[src/rtl/rf_write_scheduler.sv]
// Register-file write-port scheduler: WB has priority, buffered MU results drain into
// idle port slots, with a pending-destination mask and a starvation stall request.
module rf_write_scheduler #(
    parameter int DEPTH        = 4,
    parameter int STARVE_LIMIT = 8
) (
    input  logic                    clk,
    input  logic                    rst,
    input  logic                    wb_valid,
    input  logic                    wb_dual,
    input  logic                    wb_r15,
    input  logic [3:0]              wb_reg1,
    input  logic [3:0]              wb_reg2,
    input  logic [15:0]             wb_data1,
    input  logic [15:0]             wb_data2,
    input  logic                    mu_valid,
    output logic                    mu_ready,
    input  logic                    mu_dual,
    input  logic [3:0]              mu_reg1,
    input  logic [15:0]             mu_data1,
    input  logic [15:0]             mu_data2,
    output logic [1:0]              regWrite,
    output logic [3:0]              WriteReg1,
    output logic [3:0]              WriteReg2,
    output logic [15:0]             WriteDataReg1,
    output logic [15:0]             WriteDataReg2,
    output logic                    WriteR15,
    output logic [15:0]             pend_mask,
    output logic                    wb_stall_req,
    output logic [$clog2(DEPTH):0]  fifo_count
);
    localparam int AW = $clog2(DEPTH);
    localparam int CW = AW + 1;
    localparam int GW = $clog2(STARVE_LIMIT + 1);

    logic [3:0]    f_reg  [DEPTH];
    logic [15:0]   f_d1   [DEPTH];
    logic [15:0]   f_d2   [DEPTH];
    logic          f_dual [DEPTH];
    logic [AW-1:0] rd_ptr, wr_ptr;
    logic [GW-1:0] age, age_nx;
    logic          tag1, tag2;

    logic          head_v, push, pop;
    logic [1:0]    n_rw;
    logic [3:0]    n_r1, n_r2;
    logic [15:0]   n_d1, n_d2;
    logic          n_r15, n_t1, n_t2;

    // mu_ready deliberately ignores a same-cycle pop
    assign mu_ready = fifo_count != CW'(DEPTH);
    assign push     = mu_valid & mu_ready;
    assign head_v   = fifo_count != '0;

    always_comb begin
        n_rw  = 2'b00;
        n_r1  = WriteReg1;
        n_r2  = WriteReg2;
        n_d1  = WriteDataReg1;
        n_d2  = WriteDataReg2;
        n_r15 = WriteR15;
        n_t1  = 1'b0;
        n_t2  = 1'b0;
        pop   = 1'b0;
        if (wb_valid && wb_dual) begin
            n_rw  = 2'b10;
            n_r1  = wb_reg1;
            n_d1  = wb_data1;
            n_r2  = wb_reg2;
            n_d2  = wb_data2;
            n_r15 = wb_r15;
        end else if (wb_valid) begin
            n_r1  = wb_reg1;
            n_d1  = wb_data1;
            n_r15 = 1'b0;
            // a head aimed at the same register waits so the MU value lands last
            if (head_v && !f_dual[rd_ptr] && f_reg[rd_ptr] != wb_reg1) begin
                n_rw = 2'b10;
                n_r2 = f_reg[rd_ptr];
                n_d2 = f_d1[rd_ptr];
                n_t2 = 1'b1;
                pop  = 1'b1;
            end else begin
                n_rw = 2'b01;
            end
        end else if (head_v) begin
            pop  = 1'b1;
            n_r1 = f_reg[rd_ptr];
            n_d1 = f_d1[rd_ptr];
            n_t1 = 1'b1;
            if (f_dual[rd_ptr]) begin
                n_rw  = 2'b10;
                n_r2  = 4'd15;
                n_d2  = f_d2[rd_ptr];
                n_r15 = 1'b1;
                n_t2  = 1'b1;
            end else begin
                n_rw  = 2'b01;
                n_r15 = 1'b0;
            end
        end
    end

    always_comb begin
        if (pop || !head_v)
            age_nx = '0;
        else if (age == GW'(STARVE_LIMIT))
            age_nx = age;
        else
            age_nx = age + GW'(1);
    end

    always_ff @(posedge clk) begin
        if (push) begin
            f_reg[wr_ptr]  <= mu_reg1;
            f_d1[wr_ptr]   <= mu_data1;
            f_d2[wr_ptr]   <= mu_data2;
            f_dual[wr_ptr] <= mu_dual;
        end
    end

    always_ff @(posedge clk or negedge rst) begin
        if (!rst) begin
            rd_ptr        <= '0;
            wr_ptr        <= '0;
            fifo_count    <= '0;
            age           <= '0;
            wb_stall_req  <= 1'b0;
            regWrite      <= 2'b00;
            WriteReg1     <= '0;
            WriteReg2     <= '0;
            WriteDataReg1 <= '0;
            WriteDataReg2 <= '0;
            WriteR15      <= 1'b0;
            tag1          <= 1'b0;
            tag2          <= 1'b0;
        end else begin
            if (push) wr_ptr <= wr_ptr + AW'(1);
            if (pop)  rd_ptr <= rd_ptr + AW'(1);
            case ({push, pop})
                2'b10:   fifo_count <= fifo_count + CW'(1);
                2'b01:   fifo_count <= fifo_count - CW'(1);
                default: fifo_count <= fifo_count;
            endcase
            age           <= age_nx;
            wb_stall_req  <= age_nx >= GW'(STARVE_LIMIT);
            regWrite      <= n_rw;
            WriteReg1     <= n_r1;
            WriteReg2     <= n_r2;
            WriteDataReg1 <= n_d1;
            WriteDataReg2 <= n_d2;
            WriteR15      <= n_r15;
            tag1          <= n_t1;
            tag2          <= n_t2;
        end
    end

    // Destinations still owed by MU: buffered entries plus MU writes sitting on the ports
    always_comb begin
        logic [AW-1:0] idx;
        idx       = '0;
        pend_mask = '0;
        for (int i = 0; i < DEPTH; i++) begin
            if (i < int'(fifo_count)) begin
                idx = rd_ptr + AW'(i);
                pend_mask[f_reg[idx]] = 1'b1;
                if (f_dual[idx]) pend_mask[15] = 1'b1;
            end
        end
        if (tag1) pend_mask[WriteReg1] = 1'b1;
        if (tag2) pend_mask[WriteR15 ? 4'd15 : WriteReg2] = 1'b1;
    end
endmodule

[config.mk]
export PLATFORM = sky130hd
export DESIGN_NAME = rf_write_scheduler
export DESIGN_NICKNAME = d
export VERILOG_FILES = /design/src/rtl/rf_write_scheduler.sv
export SDC_FILE = /design/constraint.sdc
export NUM_CORES = 1
export LEC_CHECK = 0
export ABC_AREA = 1
export CORE_ASPECT_RATIO = 1.5
export CORE_MARGIN = 2
export CORE_UTILIZATION = 40
export CTS_CLUSTER_DIAMETER = 120
export DETAILED_ROUTE_END_ITERATION = 8
export PLACE_DENSITY = 0.61
export SETUP_SLACK_MARGIN = 0.1
export SYNTH_ARGS = -nofsm -noshare
export SYNTH_HDL_FRONTEND = slang
export SYNTH_SLANG_ARGS = --single-unit
[constraint.sdc]
create_clock -name clk -period 3.3 [get_ports clk]
set_input_delay 0.33 -clock clk [delete_from_list [all_inputs] [get_ports clk]]
set_output_delay 0.33 -clock clk [all_outputs]
set_load 0.03 [all_outputs]
==> run summary, run 1 <==
- **run status** complete, no violations
- **largest vdd supply drop** 526 uV
- **post-synthesis cell type with the largest combined area** edfxtp_1
- **CP Max Fanout** 20
- **EDFF count, synth** 148
- **Max H-tree Level** 1
- **hold slack** 0.363 ns
- **max-cap violations** 0
- **Critical Path RT** 2.97 ns
- **final instance count without filler cells** 1488
- **number of setup violations in the final report** 0
- **cells on worst reg2reg path** 15
- **Top cell by count, worst path** nand2_1
- **Critical R2R Launch** rd_ptr[1]
- **routed wire length** 30.9 mm
- **number of global-route vias before repair** 7947
- **capturing element type of the critical path** output port
- **total half-perimeter wirelength after legalization and detailed placement** 22.9 mm
- **share of final-layout standard cells stronger than drive strength 1** 8.91%
- **TritonCTS clock tree** yes
- **Syn Nets** 1084
- **register bit total from synthesis** 204
- **total global-route track usage** 24.3%
- **Worst-Skew Late Latency** 0.50 ns
- **worst rel slew slack** 58.4%
- **most frequently used flop master after synthesis** edfxtp_1
- **weighted congestion reported at the end of routability-driven placement** 0.969
- **violation count after the first detailed-route iteration** 575
- **number of buffers and inverters on the critical path** 4
- **Slew @ Worst Pin** 0.619 ns
- **registers with the most flip-flops** f_d1 (64), f_d2 (64)
- **vias per cell** 5.24
- **post-route minimum period** 3.01 ns
- **number of endpoints with negative hold slack in the final report** 0
- **RSZ-0062 raised after global routing** yes
- **static leakage power** 5.02 nW
- **slowest stage delay, CP** 0.42 ns
- **DR WL/cell** 20.8 microns
- **# clock sinks** 204
- **die boundary width** 131 microns
- **Core Area** 0.0237 sq mm
- **number of distinct library cells after synthesis** 37
- **drc violations** 0
- **CTS buffer count** 21
- **Tcrit/Tclk final** 91.2%
- **maximum clock path buffer count** 3
- **worst r2r dst** fifo_count[2]
- **top cell type's share of synthesized area** 45.9%
- **I/O Pins** 147
- **leading cell type by number of instances after synthesis** nand2_1
- **mapped cell area** 0.00969 sq mm
- **total congestion overflow after global routing** 0
- **count of buffers inserted at the top-level ports** 146
- **cell count after synthesis** 990
- **mean area per synthesized cell** 9.79 sq um
- **maximum number of pins on one net before global-route repair** 38
- **part of the Yosys area used for sequential elements** 60.3%
- **pins over their slew limit** 0
- **Layout Area Growth over Synthesis** 26.9%
- **Post-synth top cells** nand2_1 (308), edfxtp_1 (148), nor2_1 (74)
- **post-detailed-route count of antenna-violating nets** 0
- **number of detailed-route iterations in the first pass** 7
- **count of standard-cell rows** 69
- **ys async rst share** 27.5%
- **CTS clock-pin slew for the worst setup and hold paths** 0.06 ns
- **peak clock frequency supported by timing** 0.332 GHz
- **Final TNS setup** 0 ns
- **YS warnings** 0
- **number of antenna violations at the first check in global routing** 2
- **Inst Count DP** 1447
- **dominant delay contributor by cell family on the critical path** simple AND/OR/NAND/NOR gates
- **worst setup path class** reg2out
- **cells traversed along the worst timing path** buf_6 > nand2_1 > nand2_1 > buf_4 > inv_2 > nand2_1 > nand2_2 > nand2_1 > nor3_1 > a21oi_1 > nand4_1 > buf_4
- **Die Height** 195 microns
- **Net count, final** 1246
- **reg2reg setup slack** 0.73 ns
- **main area contributors after synthesis** edfxtp_1 (46%), dfrtp_1 (14%), nand2_1 (12%)
- **total power density per cell area** 1060 mW/mm^2
- **routed vias** 7801
- **clock tree skew after final layout** 0.0177 ns
- **global-route wire length before repair** 46.0 mm
- **critical path startpoint category** flip-flop
- **DIE AREA** 0.0255 sq mm
- **cell chosen for the clock root** clkbuf_16
- **worst endpoint data arrival time** 2.68 ns
- **type of the tightest min-delay check** in2async
- **instance count on the critical path** 12
- **initial core utilization** 40.8%
- **post-CTS setup buffers** 0
- **Layout fillers** 2220
- **slowest cell on the critical path** dfrtp_1
[cells by family (layout without fill, tap and decap cells)]
family / after synthesis / after routing / synth area share, %
fa+ha+maj: 11 / 11 / 1.42
xor+xnor: 7 / 7 / 0.633
compound gates: 146 / 146 / 10.2
other cells: 0 / 2 / 0
simple gates: 503 / 503 / 22.0
buf+inv: 119 / 296 / 5.50
flops: 204 / 204 / 60.3
[worst max-delay path by stage]
stage                     to  slack [ns]           from
2_1_floorplan     f_d1[0][0]       -0.14  fifo_count[0]
3_3_place_gp    pend_mask[3]        0.47      rd_ptr[1]
3_5_place_dp   pend_mask[11]        0.44      rd_ptr[1]
4_1_cts         pend_mask[3]        0.24      rd_ptr[0]
5_1_grt         pend_mask[7]        0.09      rd_ptr[0]
6_report       pend_mask[14]        0.29      rd_ptr[0]
[power breakdown]
part	internal [mW]	switching, mW
combinational	2.15	4.57
sequential	3.48	0.382
clock	1.49	0.948
total	7.12	5.90
[timing repair]
| item | CTS | global route |
|---|---|---|
| gates resized for setup | 8 | 2 |
| hold buffers | 1 | 0 |
| endpoints found under the hold margin | 16 | 0 |
| endpoints found under the setup margin | 6 | 8 |
[placed cells by master (no fill, tap or decap), types with 5 or more instances in the layout]
cell type and count:
nand2_1 308, edfxtp_1 148, clkdlybuf4s50_1 129, inv_1 72, a22oi_1 70, nor2_1 69
nand3_1 65, dfrtp_1 55, buf_4 39, nand4_1 26, a21oi_1 23, clkbuf_16 21
o21ai_0 13, o21ai_1 11, o22ai_1 11, ha_1 11, nor3_1 9, nand2_2 8
clkinv_1 6, dlygate4sd2_1 6, inv_2 5, xor2_1 5, clkbuf_1 5
[per-layer routing]
layer / track usage [%] / wire, microns / part of all wire, % / up-vias
met5: 0 / 0 / 0 / -
met4: 13.5 / 1870 / 6.0 / 0
met3: 2.86 / 1430 / 4.6 / 81
met2: 44.0 / 16500 / 53 / 282
met1: 27.1 / 11100 / 36 / 3681
li1: - / - / - / 3757
[metrics by stage]
step,worst slack [ns],area [sq um],util (%),power (mW)
finish,0.290,12300,51.8,13.0
global route,0.0912,12300,51.8,13.8
CTS,0.242,12300,51.8,13.1
detailed placement,0.442,11600,48.7,10.7
global placement,0.465,11600,48.7,10.7
floorplan,-0.140,9690,-,8.13
[cell type report]
| type | instances | area [sq um] | share of cell area, % |
|---|---|---|---|
| clock inverters | 12 | 173 | 1.40 |
| multi-input cells | 667 | 3350 | 27.2 |
| well taps | 319 | 399 | 3.24 |
| inverters | 80 | 303 | 2.46 |
| clock buffers | 26 | 544 | 4.42 |
| diodes | 2 | 5.00 | 0.0407 |
| flip-flops and latches | 204 | 5850 | 47.5 |
| repair buffers | 178 | 1680 | 13.7 |
[worst reg2reg max path, delay by kind of cell (launching register included)]
| kind | cells | cell delay [ns] |
|---|---|---|
| compound gates | 1 | 0.10 |
| simple gates | 9 | 1.00 |
| fa+ha+maj | 1 | 0.39 |
| xor+xnor | 1 | 0.14 |
| buf+inv | 3 | 0.29 |
| flops | 1 | 0.53 |
Note: power is estimated with default switching activity, not from simulation.
==> run 2: changes to the inputs <==
--- a/config.mk
+++ b/config.mk
@@ -7,11 +7,10 @@
 export LEC_CHECK = 0
 export ABC_AREA = 1
 export CORE_ASPECT_RATIO = 1.5
-export CORE_MARGIN = 2
 export CORE_UTILIZATION = 40
 export CTS_CLUSTER_DIAMETER = 120
 export DETAILED_ROUTE_END_ITERATION = 8
-export PLACE_DENSITY = 0.61
+export PLACE_DENSITY = 0.63
 export SETUP_SLACK_MARGIN = 0.1
 export SYNTH_ARGS = -nofsm -noshare
 export SYNTH_HDL_FRONTEND = slang
==> constraint.sdc (replaced) <==
create_clock -name clk -period 2.6 [get_ports clk]
set_input_delay 0.52 -clock clk [delete_from_list [all_inputs] [get_ports clk]]
set_output_delay 0.52 -clock clk [all_outputs]
set_load 0.03 [all_outputs]
==> run summary, run 2 (synthesis gave the netlist of run 1 again) <==
- **routed wire length** 30.8 mm, -0.53%
- **proportion of power drawn by flip-flops and latches** 27.2%, -2.4 points
- **reg2reg setup slack** 0.28 ns, -0.45 ns
- **CTS buffer count** 20, -4.8%
- **violation count after the first detailed-route iteration** 535, -7.0%
- **TritonCTS clock tree** yes
- **Max H-tree Level** 1, unchanged
- **count of standard-cell rows** 69, unchanged
- **Final TNS setup** -2.87 ns, -2.87 ns
- **critical path startpoint category** flip-flop
- **Critical Path RT** 2.08 ns, -0.89 ns
- **static leakage power** 5.27 nW, +4.9%
- **share of final-layout standard cells stronger than drive strength 1** 19.3%, +10 points
- **Layout fillers** 2114, -4.8%
- **violated checks** negative setup slack
- **maximum number of pins on one net before global-route repair** 38, unchanged
- **switching share of total power** 45.4%, +0.16 points
- **global-route wire length before repair** 45.8 mm, -0.42%
- **maximum clock path buffer count** 3, unchanged
- **commonest non-fill, non-tap cell in the layout** nand2_1
- **DR WL/cell** 20.3 microns, -2.4%
- **final cell utilization of the core** 54.8%, +3.0 points
- **number of global-route vias before repair** 8100, +1.9%
- **cell area after layout** 0.0130 sq mm, +5.8%
- **number of antenna violations at the first check in global routing** 0, -2
- **Combinational Power Share** 57.0%, +5.4 points
- **post-detailed-route count of antenna-violating nets** 0, unchanged
- **placed cell area** 0.0118 sq mm, +1.8%
- **DIE AREA** 0.0249 sq mm, -2.5%
- **Power Total** 17.9 mW, +38%
- **Diodes inserted** 0, -2
- **CTS clock-pin slew for the worst setup and hold paths** 0.06 ns, about the same
- **worst-case setup margin in the final layout** -0.230 ns, -0.520 ns
- **Tcrit/Tclk final** 109%
- **total power density per cell area** 1380 mW/mm^2, +30%
- **number of detailed-route iterations in the first pass** 5, -2
- **vias per cell** 5.33, +1.6%
- **RSZ-0062 raised after global routing** yes
- **run status** complete, but fails checks
- **worst endpoint data arrival time** 2.31 ns, -0.37 ns
- **die boundary width** 129 microns, -1.5%
- **largest vdd supply drop** 673 uV, +28%
- **number of endpoints with negative hold slack in the final report** 0, unchanged
- **Worst-Skew Late Latency** 0.49 ns, about the same
- **post-route minimum period** 2.83 ns
- **Core Area** 0.0237 sq mm, unchanged
- **Critical R2R Launch** rd_ptr[0]
- **number of setup violations in the final report** 16, +16
- **worst setup path class** reg2out
- **top library cells by usage in the layout, fill and taps aside** nand2_1 (280), edfxtp_1 (148), clkdlybuf4s50_1 (128)
- **# clock sinks** 204, unchanged
- **total half-perimeter wirelength after legalization and detailed placement** 22.1 mm, -3.6%
- **peak clock frequency supported by timing** 0.353 GHz
- **Die Height** 193 microns, -1.0%
- **worst r2r dst** fifo_count[2]
- **worst rel slew slack** 57.9%, -0.53 points
- **CP Max Fanout** 10, -50%
- **Worst Hold End** WriteDataReg1[5]
- **I/O Pins** 147, unchanged
- **cells on worst reg2reg path** 16, +1
- **pins over their slew limit** 0, unchanged
- **type of the tightest min-delay check** reg2reg
- **capturing element type of the critical path** output port
- **weighted congestion reported at the end of routability-driven placement** 0.961, -0.75%
- **power share of the clock group** 15.7%, -3.1 points
- **cell chosen for the clock root** clkbuf_16
- **Layout Area Growth over Synthesis** 34.3%
- **worst hold stages** 2
- **drc violations** 0, unchanged
- **Slew @ Worst Pin** 0.631 ns, +0.0118 ns
- **routed vias** 8077, +3.5%
- **switching power total** 8.15 mW, +38%
- **clock tree skew after final layout** 0.0180 ns, +0.000316 ns
- **total congestion overflow after global routing** 0, unchanged
- **registers with the most flip-flops** f_d1 (64), f_d2 (64)
- **hold slack** 0.501 ns, +0.138 ns
- **count of buffers inserted at the top-level ports** 146, unchanged
- **max-cap violations** 0, unchanged
- **Net count, final** 1277, +2.5%
- **initial core utilization** 40.8%, unchanged
- **beginning of the worst hold path** WriteDataReg1[5]
- **internal portion of total power** 9.78 mW, +37%
- **total global-route track usage** 25.1%, +0.72 points
-- run 2: timing repair --
action,CTS,global route
setup buffers,7,6
endpoints found under the setup margin,17,18
pin swaps,3,17
hold buffers,1,0
cloned,1,1
gates resized for setup,64,64
hold endpoints to repair,3,0
-- run 2: per-layer routing --
layer | wire (microns) | vias up | share of wire (%) | global-route usage, %
met4 | 1840 | 0 | 6.0 | 14.4
met3 | 1520 | 92 | 4.9 | 3.71
met1 | 11300 | 3913 | 37 | 27.1
met5 | 0 | - | 0 | 0
met2 | 16100 | 262 | 52 | 46.2
li1 | - | 3810 | - | -
-- run 2: area by class of cell --
class	instances	area (sq um)	share of cell area, %
repair buffers	210	2080	16.0
inverters	80	308	2.36
flip-flops and latches	204	5850	44.9
clock buffers	31	593	4.56
well taps	319	399	3.07
multi-input cells	667	3740	28.7
clock inverters	5	50.0	0.384
-- run 2: how the worst max path moves through the flow --
stage,from,to
floorplan,fifo_count[0],f_d1[0][0]
global placement,rd_ptr[0],pend_mask[6]
detailed placement,wb_reg1[2],fifo_count[2]
CTS,rd_ptr[1],pend_mask[2]
global route,rd_ptr[0],pend_mask[13]
finish,rd_ptr[0],pend_mask[13]
-- run 2: power by group through the flow --
stage	logic, mW	registers (mW)	clock network [mW]
final	10.2	4.89	2.82
after global routing	11.0	4.97	3.01
after CTS	9.58	4.87	2.86
after detailed placement	8.91	4.93	0
after global placement	8.88	4.91	0
after floorplan	4.88	5.46	0
-- run 2: critical path, cell delays in order, from the launching register on --
cell       delay [ns]
dfrtp_2          0.46
inv_4            0.11
nand2_2          0.08
nand2_4          0.11
buf_12           0.14
nand2_1          0.09
o21ai_4          0.10
buf_6            0.13
nor2_2           0.06
a21oi_2          0.22
o2111ai_2        0.16
buf_6            0.17
-- run 2: metrics by stage --
stage	setup WS, ns	std cells
5_1_grt	-0.334	1516
4_1_cts	-0.246	1509
3_5_place_dp	0.0912	1464
3_3_place_gp	0.104	1464
2_1_floorplan	-0.273	990
6_report	-0.230	1516
==> run 3: changes to the inputs <==
--- a/config.mk
+++ b/config.mk
@@ -7,11 +7,12 @@
 export LEC_CHECK = 0
 export ABC_AREA = 1
 export CORE_ASPECT_RATIO = 1.5
-export CORE_UTILIZATION = 40
+export CORE_UTILIZATION = 49
 export CTS_CLUSTER_DIAMETER = 120
 export DETAILED_ROUTE_END_ITERATION = 8
-export PLACE_DENSITY = 0.63
-export SETUP_SLACK_MARGIN = 0.1
+export GPL_TIMING_DRIVEN = 0
+export PLACE_DENSITY = 0.75
+export SETUP_SLACK_MARGIN = 0.4
 export SYNTH_ARGS = -nofsm -noshare
 export SYNTH_HDL_FRONTEND = slang
 export SYNTH_SLANG_ARGS = --single-unit
==> run summary, run 3 (synthesis gave the netlist of run 1 again) <==
- **run status** complete, but fails checks
- **violated checks** negative setup slack
- **total half-perimeter wirelength after legalization and detailed placement** 21.8 mm, -1.4%
- **type of the tightest min-delay check** in2async
- **maximum clock path buffer count** 3, unchanged
- **pins over their slew limit** 0, unchanged
- **max-cap violations** 0, unchanged
- **post-detailed-route count of antenna-violating nets** 0, unchanged
- **worst endpoint data arrival time** 2.51 ns, +0.20 ns
- **Core Area** 0.0192 sq mm, -19%
- **CP Max Fanout** 8, -2
- **TritonCTS clock tree** yes
- **peak clock frequency supported by timing** 0.330 GHz, -6.5%
- **number of global-route vias before repair** 8399, +3.7%
- **Critical Path RT** 2.08 ns, about the same
- **share of final-layout standard cells stronger than drive strength 1** 23.4%, +4.1 points
- **drc violations** 0, unchanged
- **weighted congestion reported at the end of routability-driven placement** 0.933, -3.0%
- **count of buffers inserted at the top-level ports** 145, -0.68%
- **routed wire length** 33.0 mm, +7.1%
- **initial core utilization** 50.4%, +9.6 points
- **maximum number of pins on one net before global-route repair** 57, +50%
- **Worst-Skew Late Latency** 0.49 ns, about the same
- **Post-Place Setup Slack** -0.471 ns, -0.562 ns
- **worst-case setup margin in the final layout** -0.426 ns, -0.196 ns
- **global-route wire length before repair** 48.0 mm, +4.8%
- **met3 track utilization from global routing** 5.02%, +1.3 points
- **Tcrit/Tclk final** 116%, +7.6 points
- **number of setup violations in the final report** 16, unchanged
- **hold buffer count at CTS** 0, -1
- **worst rel slew slack** 44.6%, -13 points
- **DIE AREA** 0.0204 sq mm, -18%
- **Slew @ Worst Pin** 0.832 ns, +0.200 ns
- **count of standard-cell rows** 62, -10%
- **cell area after layout** 0.0134 sq mm, +2.9%
- **CTS clock-pin slew for the worst setup and hold paths** 0.08 ns, +0.02 ns
- **clock tree skew after final layout** 0.0160 ns, -0.00199 ns
- **capturing element type of the critical path** output port
- **Max H-tree Level** 1, unchanged
- **static leakage power** 5.44 nW, +3.2%
- **CTS buffer count** 18, -10%
- **routing layer with the top usage in global route** met2
- **number of detailed-route iterations in the first pass** 5, unchanged
- **die boundary width** 117 microns, -9.5%
- **largest vdd supply drop** 772 uV, +15%
- **GR met2 Demand/Resource** 55.9%, +9.7 points
- **cell chosen for the clock root** clkbuf_16
- **Power Total** 19.3 mW, +7.5%
- **Net count, final** 1291, +1.1%
- **total global-route track usage** 32.2%, +7.1 points
- **violation count after the first detailed-route iteration** 739, +38%
- **vias per cell** 5.81, +9.0%
- **commonest non-fill, non-tap cell in the layout** nand2_1
- **total power density per cell area** 1440 mW/mm^2, +4.5%
- **routed vias** 8517, +5.4%
- **post-route minimum period** 3.03 ns, +0.196 ns
- **placed cell area** 0.0116 sq mm, -1.4%
- **# clock sinks** 204, unchanged
- **DR WL/cell** 22.5 microns, +11%
- **I/O Pins** 147, unchanged
- **number of antenna violations at the first check in global routing** 1, +1
- **hold slack** 0.0945 ns, -0.406 ns
- **met1 track demand over resource in global routing** 36.0%, +9.0 points
- **top library cells by usage in the layout, fill and taps aside** nand2_1 (263), edfxtp_1 (148), clkdlybuf4s50_1 (122)
- **total congestion overflow after global routing** 0, unchanged
- **registers with the most flip-flops** f_d1 (64), f_d2 (64)
- **RSZ-0062 raised after global routing** yes
- **Layout Area Growth over Synthesis** 38.3%
- **critical path startpoint category** flip-flop
- **Die Height** 174 microns, -9.5%
- **worst setup path class** reg2out
- **number of endpoints with negative hold slack in the final report** 0, unchanged
run 3: routing by layer:
layer	vias up	routed length, microns
met5	-	0
li1	3841	-
met1	4049	11400
met4	0	2410
met3	143	2290
met2	484	16900
run 3: area by class of cell:
cell class / count / area [sq um]
Sequential cell: 204 / 5850
Fill cell: 1471 / 5840
Multi-Input combinational cell: 671 / 4200
Timing Repair Buffer: 183 / 1790
Clock buffer: 23 / 490
Inverter: 80 / 320
Tap cell: 256 / 320
Buffer: 39 / 308
Clock inverter: 9 / 121
Antenna cell: 1 / 2.50
run 3: power breakdown:
| part | switching [mW] | internal (mW) |
|---|---|---|
| sequential | 0.481 | 4.42 |
| combinational | 7.45 | 4.12 |
| clock | 1.18 | 1.64 |
| total | 9.11 | 10.2 |
run 3: repair_timing:
action / 4_1_cts / 5_1_grt
cloned: 7 / 0
setup buffers: 15 / 20
pin swaps: 31 / 31
resized for setup: 221 / 127
setup endpoints to repair: 188 / 39
run 3: path summary, 6_finish.rpt:
| path | from | end | slack (ns) | depth (start not counted) |
|---|---|---|---|---|
| setup / recovery | rd_ptr[0] | pend_mask[9] | -0.43 | 14 |
| hold / removal | rst | fifo_count[0] | 0.09 | 1 |
| setup reg to reg | rd_ptr[0] | fifo_count[2] | 0.24 | 20 |
| hold reg to reg | WriteDataReg1[9] | WriteDataReg1[9] | 0.51 | 2 |
| max in group asynchronous | rst | WriteDataReg2[8] | 1.92 | 1 |
| min in group clk | WriteDataReg1[9] | WriteDataReg1[9] | 0.51 | 2 |
run 3: stage by stage:
step | setup TNS (ns) | cells | utilization [%]
after detailed placement | -7.60 | 1391 | 60.3
after CTS | -4.58 | 1445 | 66.5
final | -5.49 | 1466 | 69.7
after global routing | -6.94 | 1466 | 69.7
after global placement | -69.48 | 1391 | 60.4
after floorplan | 0 | 990 | -
run 3: critical path: stages, from the launching register on:
cell	delay, ns
dfrtp_1	0.39
buf_6	0.15
inv_4	0.07
buf_8	0.12
buf_12	0.14
nand2_4	0.05
nand2_4	0.08
inv_2	0.04
o21ai_4	0.22
buf_6	0.14
nor3_4	0.04
buf_6	0.13
a21oi_4	0.13
nand4_1	0.13
buf_6	0.16
